===== src/rtl/puf_challenge_sequencer.sv =====
// Purpose: drives a PUF with successive LFSR challenges, packs the 1-bit responses into a word.
// Latency: SETTLE_CYCLES+2 cycles per bit; word valid RESP_BITS*(SETTLE_CYCLES+2) cycles after launch.
// Backpressure: resp_word/resp_valid held in OUTPUT until resp_ready; no LFSR or PUF activity meanwhile.
module puf_challenge_sequencer #(
    parameter int CHAL_WIDTH    = 8,
    parameter int RESP_BITS     = 16,
    parameter int SETTLE_CYCLES = 4
) (
    input  logic                  clock,
    input  logic                  reset,
    input  logic                  start,
    input  logic [CHAL_WIDTH-1:0] challenge_in,
    output logic                  increment,
    output logic [CHAL_WIDTH-1:0] puf_challenge,
    output logic                  puf_enable,
    input  logic                  puf_response,
    output logic [RESP_BITS-1:0]  resp_word,
    output logic                  resp_valid,
    input  logic                  resp_ready,
    output logic                  busy,
    output logic [7:0]            word_count
);

    localparam int SCW = (SETTLE_CYCLES > 1) ? $clog2(SETTLE_CYCLES) : 1;
    localparam int BCW = $clog2(RESP_BITS);
    localparam logic [SCW-1:0] SETTLE_LOAD = SCW'(SETTLE_CYCLES - 1);
    localparam logic [BCW-1:0] LAST_BIT    = BCW'(RESP_BITS - 1);

    typedef enum logic [2:0] {
        IDLE,
        LAUNCH,
        SETTLE,
        CAPTURE,
        OUTPUT
    } state_t;

    state_t               state;
    state_t               state_nxt;
    logic [SCW-1:0]       settle_cnt;
    logic [BCW-1:0]       bit_cnt;
    logic [RESP_BITS-1:0] shreg;

    // State register; reset returns to IDLE regardless of other inputs.
    always_ff @(posedge clock) begin
        if (reset) begin
            state <= IDLE;
        end else begin
            state <= state_nxt;
        end
    end

    // Next-state logic and Moore outputs decoded from the current state.
    always_comb begin
        state_nxt  = state;
        increment  = 1'b0;
        puf_enable = 1'b0;
        resp_valid = 1'b0;
        busy       = 1'b1;
        case (state)
            IDLE: begin
                busy = 1'b0;
                if (start) begin
                    state_nxt = LAUNCH;
                end
            end
            LAUNCH: begin
                state_nxt = SETTLE;
            end
            SETTLE: begin
                puf_enable = 1'b1;
                if (settle_cnt == '0) begin
                    state_nxt = CAPTURE;
                end
            end
            CAPTURE: begin
                // The LFSR steps on the edge that leaves CAPTURE, so the
                // following LAUNCH sees the fresh challenge.
                increment = 1'b1;
                if (bit_cnt == LAST_BIT) begin
                    state_nxt = OUTPUT;
                end else begin
                    state_nxt = LAUNCH;
                end
            end
            OUTPUT: begin
                resp_valid = 1'b1;
                if (resp_ready) begin
                    state_nxt = IDLE;
                end
            end
            default: begin
                state_nxt = IDLE;
            end
        endcase
    end

    // Datapath: challenge register, settle/bit counters, response shifter, word counter.
    always_ff @(posedge clock) begin
        if (reset) begin
            puf_challenge <= '0;
            settle_cnt    <= '0;
            bit_cnt       <= '0;
            shreg         <= '0;
            word_count    <= '0;
        end else begin
            case (state)
                IDLE: begin
                    if (start) begin
                        bit_cnt <= '0;
                    end
                end
                LAUNCH: begin
                    puf_challenge <= challenge_in;
                    settle_cnt    <= SETTLE_LOAD;
                end
                SETTLE: begin
                    if (settle_cnt != '0) begin
                        settle_cnt <= settle_cnt - 1'b1;
                    end
                end
                CAPTURE: begin
                    // First captured bit ends up in the MSB after RESP_BITS shifts.
                    shreg   <= {shreg[RESP_BITS-2:0], puf_response};
                    bit_cnt <= bit_cnt + 1'b1;
                end
                OUTPUT: begin
                    if (resp_ready) begin
                        word_count <= word_count + 8'd1;
                    end
                end
                default: begin
                end
            endcase
        end
    end

    assign resp_word = shreg;

endmodule


===== config.mk =====
export PLATFORM = sky130hd
export DESIGN_NAME = puf_challenge_sequencer
export DESIGN_NICKNAME = d
export VERILOG_FILES = /design/src/rtl/puf_challenge_sequencer.sv
export SDC_FILE = /design/constraint.sdc
export NUM_CORES = 1
export LEC_CHECK = 0
export ABC_AREA = 1
export BUFFER_PORTS_ARGS = -buffer_cell sky130_fd_sc_hd__buf_2
export CAP_MARGIN = 0
export CORE_ASPECT_RATIO = 0.5
export CORE_UTILIZATION = 46
export CTS_CLUSTER_DIAMETER = 40
export CTS_CLUSTER_SIZE = 14
export DETAILED_ROUTE_END_ITERATION = 10
export PLACE_DENSITY = 0.78
export SETUP_SLACK_MARGIN = 0.05
export SLEW_MARGIN = 5
export SYNTH_ARGS = -nofsm -noshare
export SYNTH_HDL_FRONTEND = slang
export SYNTH_SLANG_ARGS = --single-unit
export TNS_END_PERCENT = 1

===== constraint.sdc =====
create_clock -name clock -period 1.09 [get_ports clock]
set_clock_uncertainty 0.15 [all_clocks]
set_input_delay 0.1635 -clock clock [delete_from_list [all_inputs] [get_ports clock]]
set_output_delay 0.1635 -clock clock [all_outputs]
set_load 0.01 [all_outputs]

# After elaboration in Yosys (flattened, before gate mapping)
# Cells that the tools add are included.
# op_classes
add_sub_neg	3
eq_ne	9
muxes	13
reduce_logical	9
# ops
op	count
$pmux 3 s5	1
$mux 3	4
$add 8x1->8 const B	1
$ne 2x2->1 const B	4
$pmux 4 s2	1
$eq 3x2->1 const B	2
$reduce_and 2->1	3
$reduce_bool 2->1	3
$add 4x1->4 const B	1
$eq 4x4->1 const B	1
$mux 1	4
$mux 4	1
$pmux 2 s2	1
$eq 3x1->1 const B	1
$eq 3x3->1 const B	1
$logic_not 3->1	1
$reduce_and 3->1	1
$logic_not 2->1	1
$mux 2	1
$sub 2x1->2 const B	1
# totals
regBits	41
out_inout_bits	36
wordCells	40

# Depth between registers and ports, before layout
# logic_depth
word_depth	3
depth_mapped	8
depth_no_buf	8

# Worst setup path after synthesis
# No wires, ideal clock.
# synth_path
path_type	reg2reg
from	register word_count[0]
to	register word_count[6]
setup_time_ps	115
arrival_time_ps	1026
required_time_ps	825
setup_slack_ps	-201
stages_incl_launch_ff	7
path_cell_list	dfxtp_1 > ha_1 > nand3_1 > nor2_2 > nand3_1 > nand2_1 > nor2_1
# synth_via
elab_chain_cells	1
# synth_rtl
element	line	text
start: declaration	21	output logic [7:0] word_count
start signal: assignment	128	word_count <= word_count + 8'd1;
$add 8x1->8	128	
# Every way passes these cells.
# A chain may end at the register's enable or synchronous reset.

# Worst setup path in the final report
# layout_path
from	register state[1]
to	output increment
# layout_via
elab_chain_cells	2
# layout_rtl
element	line	text
start: declaration	37	state_t state;
start signal: assignment	48	state <= state_nxt;
$eq 3x2->1	59	case (state)
$mux 1	59	
end: declaration	13	output logic increment,
# Every way passes these cells.

==> impl_metrics.py <==
metrics = {
    "run_status": {
        "outcome": "finished, violations left",
        "violations": "negative setup slack",
    },
    "critical_path": {
        "rr_endpoint": "resp_word[8]",
        "critPathSlowestCell": "dfxtp_4",
        "crit-reg2reg-launch": "state[1]",
        "crit_required_ns": 0.78,
        "r2r_cells": 7,
        "path_class": "reg -> out",
        "r2r_setup_slack_ns": -0.26,
        "start_kind": "flop",
        "arrival_ns": 1.07,
        "crit_fanout": 4,
        "end_kind": "output pin",
        "slowest_delay_ns": 0.40,
        "crit_top_cell": "inv_4",
        "path_cells": "inv_4 -> nor2_4 -> nand2_4 -> inv_4 -> buf_6",
    },
    "pwr": {
        "total_power_mw": 3.56,
        "pwr-share-seq_pct": 48.2,
        "p_leak_nw": 1.23,
        "switching_share_pct": 28.8,
        "p_switching_mw": 1.02,
        "p_per_area_mw_per_mm2": 1280,
        "p_int_mw": 2.53,
        "p_comb_share_pct": 25.4,
        "ir_worst_vdd_uv": 869,
        "clockPowerShare_pct": 26.4,
    },
    "global_routing": {
        "track_usage_pct": 22.7,
        "overflow": 0,
        "antenna_found_initial": 0,
        "grt_max_degree": 36,
        "grt_pass1_wl_mm": 6.72,
        "grt_pass1_vias": 1582,
    },
    "timing": {
        "finalCritPeriodShare_pct": 127,
        "rsz0062_at_grt": "yes",
        "hold_violations": 0,
        "max_freq_mhz": 725,
        "worst_slew_pin_slew_ns": 0.226,
        "slew_headroom_pct": 84.9,
        "setup_viol": 50,
        "maxSlewViolCount": 0,
        "setup_ws_ns": -0.289,
        "min_period_ns": 1.38,
    },
    "routing": {
        "dr.first_iter.drc_count": 97,
        "drt_first_pass_iters": 4,
        "drc": 0,
        "wl_per_cell_um": 12.4,
        "drt_wl_total_mm": 4.61,
        "vias": 1801,
        "ant_nets": 0,
        "via_per_inst": 4.87,
    },
    "logic_synthesis": {
        "yosysWarnings": 0,
        "synth_area_sq_mm": 0.00170,
        "yosys-top-cells-area": "dfxtp_1 (48%), nor2_1 (13%), o21ai_0 (8.0%), nand2_1 (6.4%), inv_1 (4.2%)",
        "ys_types": 29,
        "synth_seq_cells": 41,
        "synth_top_area_share_pct": 48.3,
        "yosysSeqAreaShare_pct": 48.3,
        "avgSynthCellArea_sq_um": 7.39,
        "yosysTopAreaCell": "dfxtp_1",
        "synthCells": 230,
        "synth_nets": 246,
    },
    "clock_tree": {
        "htree_levels": 2,
        "cts.sink_count": 41,
        "path_clk_slew_ns": 0.08,
        "cts.path.max_buffers": 2,
        "cts_tree": "done",
        "cts_buffers": 5,
        "clk_latency_ns": 0.29,
        "cts-root-buf": "clkbuf_8",
    },
    "cells_and_area": {
        "utilization_pct": 79.3,
        "drive_above_1_share_pct": 45.8,
        "area.growth.synth_to_final_pct": 62.9,
        "postLayoutCellArea_sq_mm": 0.00277,
        "antenna_cells": 0,
        "final_cell_mix": "nor2_1 (60), buf_6 (39), nand2_1 (24), dfxtp_2 (24), buf_4 (20)",
        "mostFrequentLayoutCell": "nor2_1",
        "nets": 334,
    },
    "placed_design": {
        "place_area_sq_mm": 0.00222,
        "gp_congestion": 0.784,
        "pre_cts_ws_ns": -0.210,
        "hpwlAfterDp_mm": 2.74,
        "io_buffer_count": 48,
    },
    "die": {
        "dieArea_sq_mm": 0.00396,
        "initial_core_util_pct": 48.7,
        "core_area_sq_mm": 0.00349,
        "ios": 49,
        "die_w_um": 88.0,
        "row_count": 15,
        "die_h_um": 45.0,
    },
    "run": {
        "cap_violations": 0,
    },
    "hold_path": {
        "hp-start": "reset",
        "hold_path.class": "in -> reg",
        "hold_end": "word_count[1]",
        "holdPathStages": 3,
    },
}
power groups by stage:
stage	Clock [mW]	Sequential (mW)	Combinational [mW]
after floorplan	0	1.75	0.351
after global placement	0	1.71	0.630
final	0.938	1.71	0.903
after global routing	1.05	1.72	0.976
after detailed placement	0	1.71	0.652
after CTS	0.956	1.68	0.781
how the worst max path moves through the flow:
stage	startpoint	to	slack (ns)	depth (start not counted)
finish	state[1]	increment	-0.29	5
global route	state[1]	resp_word[12]	-0.35	7
global placement	state[0]	word_count[7]	-0.15	7
detailed placement	state[1]	resp_word[0]	-0.21	6
floorplan	state[2]	settle_cnt[1]	-0.09	8
CTS	state[1]	increment	-0.30	5
kinds of logic (layout without fill, tap and decap cells):
logic type	Yosys count	after routing	share of synthesized area (%)
AO/OA/AOI/OAI	40	40	12.3
AND/OR/NAND/NOR	116	116	29.0
adder cells (fa/ha/maj)	3	3	2.21
buffers and inverters	29	118	7.66
flip-flops	41	41	48.3
XOR/XNOR	1	1	0.516
sequential cells by signal (all words and copies together), names as in the netlist:
signal	count
puf_challenge	8
word_count	8
resp_word	16
settle_cnt	2
state	3
bit_cnt	4
critical path: cells and delay by family, from the launching register on:
kind	cells	cell delay, ns
simple gates	2	0.19
buf+inv	3	0.19
flops	1	0.40
repair_timing:
| action | CTS | global route |
|---|---|---|
| endpoints found under the hold margin | 9 | 0 |
| pin swaps | 7 | 8 |
| buffers inserted | 7 | 0 |
| hold buffers | 9 | 0 |
| resized for setup | 42 | 66 |
| setup endpoints to repair | 77 | 77 |
Yosys cell counts:
library cell / n
nand4_1: 1
a22oi_1: 1
nand3_2: 1
nor2b_1: 1
clkbuf_2: 1
xor2_1: 1
nand3_1: 12
o21ai_1: 1
o21a_1: 1
or2_0: 1
o21ai_0: 27
inv_2: 1
dfxtp_1: 41
inv_1: 19
buf_6: 2
a21oi_1: 9
buf_4: 1
clkinv_1: 1
nand2_2: 1
o21ai_2: 1
nor2_1: 61
nor3_1: 2
nor2_4: 1
nand3b_1: 1
ha_1: 3
nand2_1: 29
nor2_2: 5
clkbuf_1: 3
buf_2: 1
metrics by stage:
step	hold WS, ns	setup TNS [ns]	cells
detailed placement	0.265	-6.05	346
finish	0.0271	-9.45	370
global route	0.0326	-12.64	370
floorplan	0.0729	-2.76	230
global placement	0.259	-4.45	346
CTS	0.0176	-9.78	370
per-layer routing:
layer | track usage, % | routed length, um
met1 | 25.5 | 1990
met2 | 42.2 | 2330
met3 | 6.40 | 188
met4 | 8.85 | 94
met5 | 0 | 0
cell type report:
| class | instances | area (sq um) |
|---|---|---|
| clock buffer | 8 | 80.1 |
| fill | 217 | 723 |
| inverter | 21 | 87.6 |
| multi-input combinational | 160 | 845 |
| sequential | 41 | 877 |
| tap | 51 | 63.8 |
| timing repair buffer | 89 | 815 |
Power figures use the tool's default switching activity.
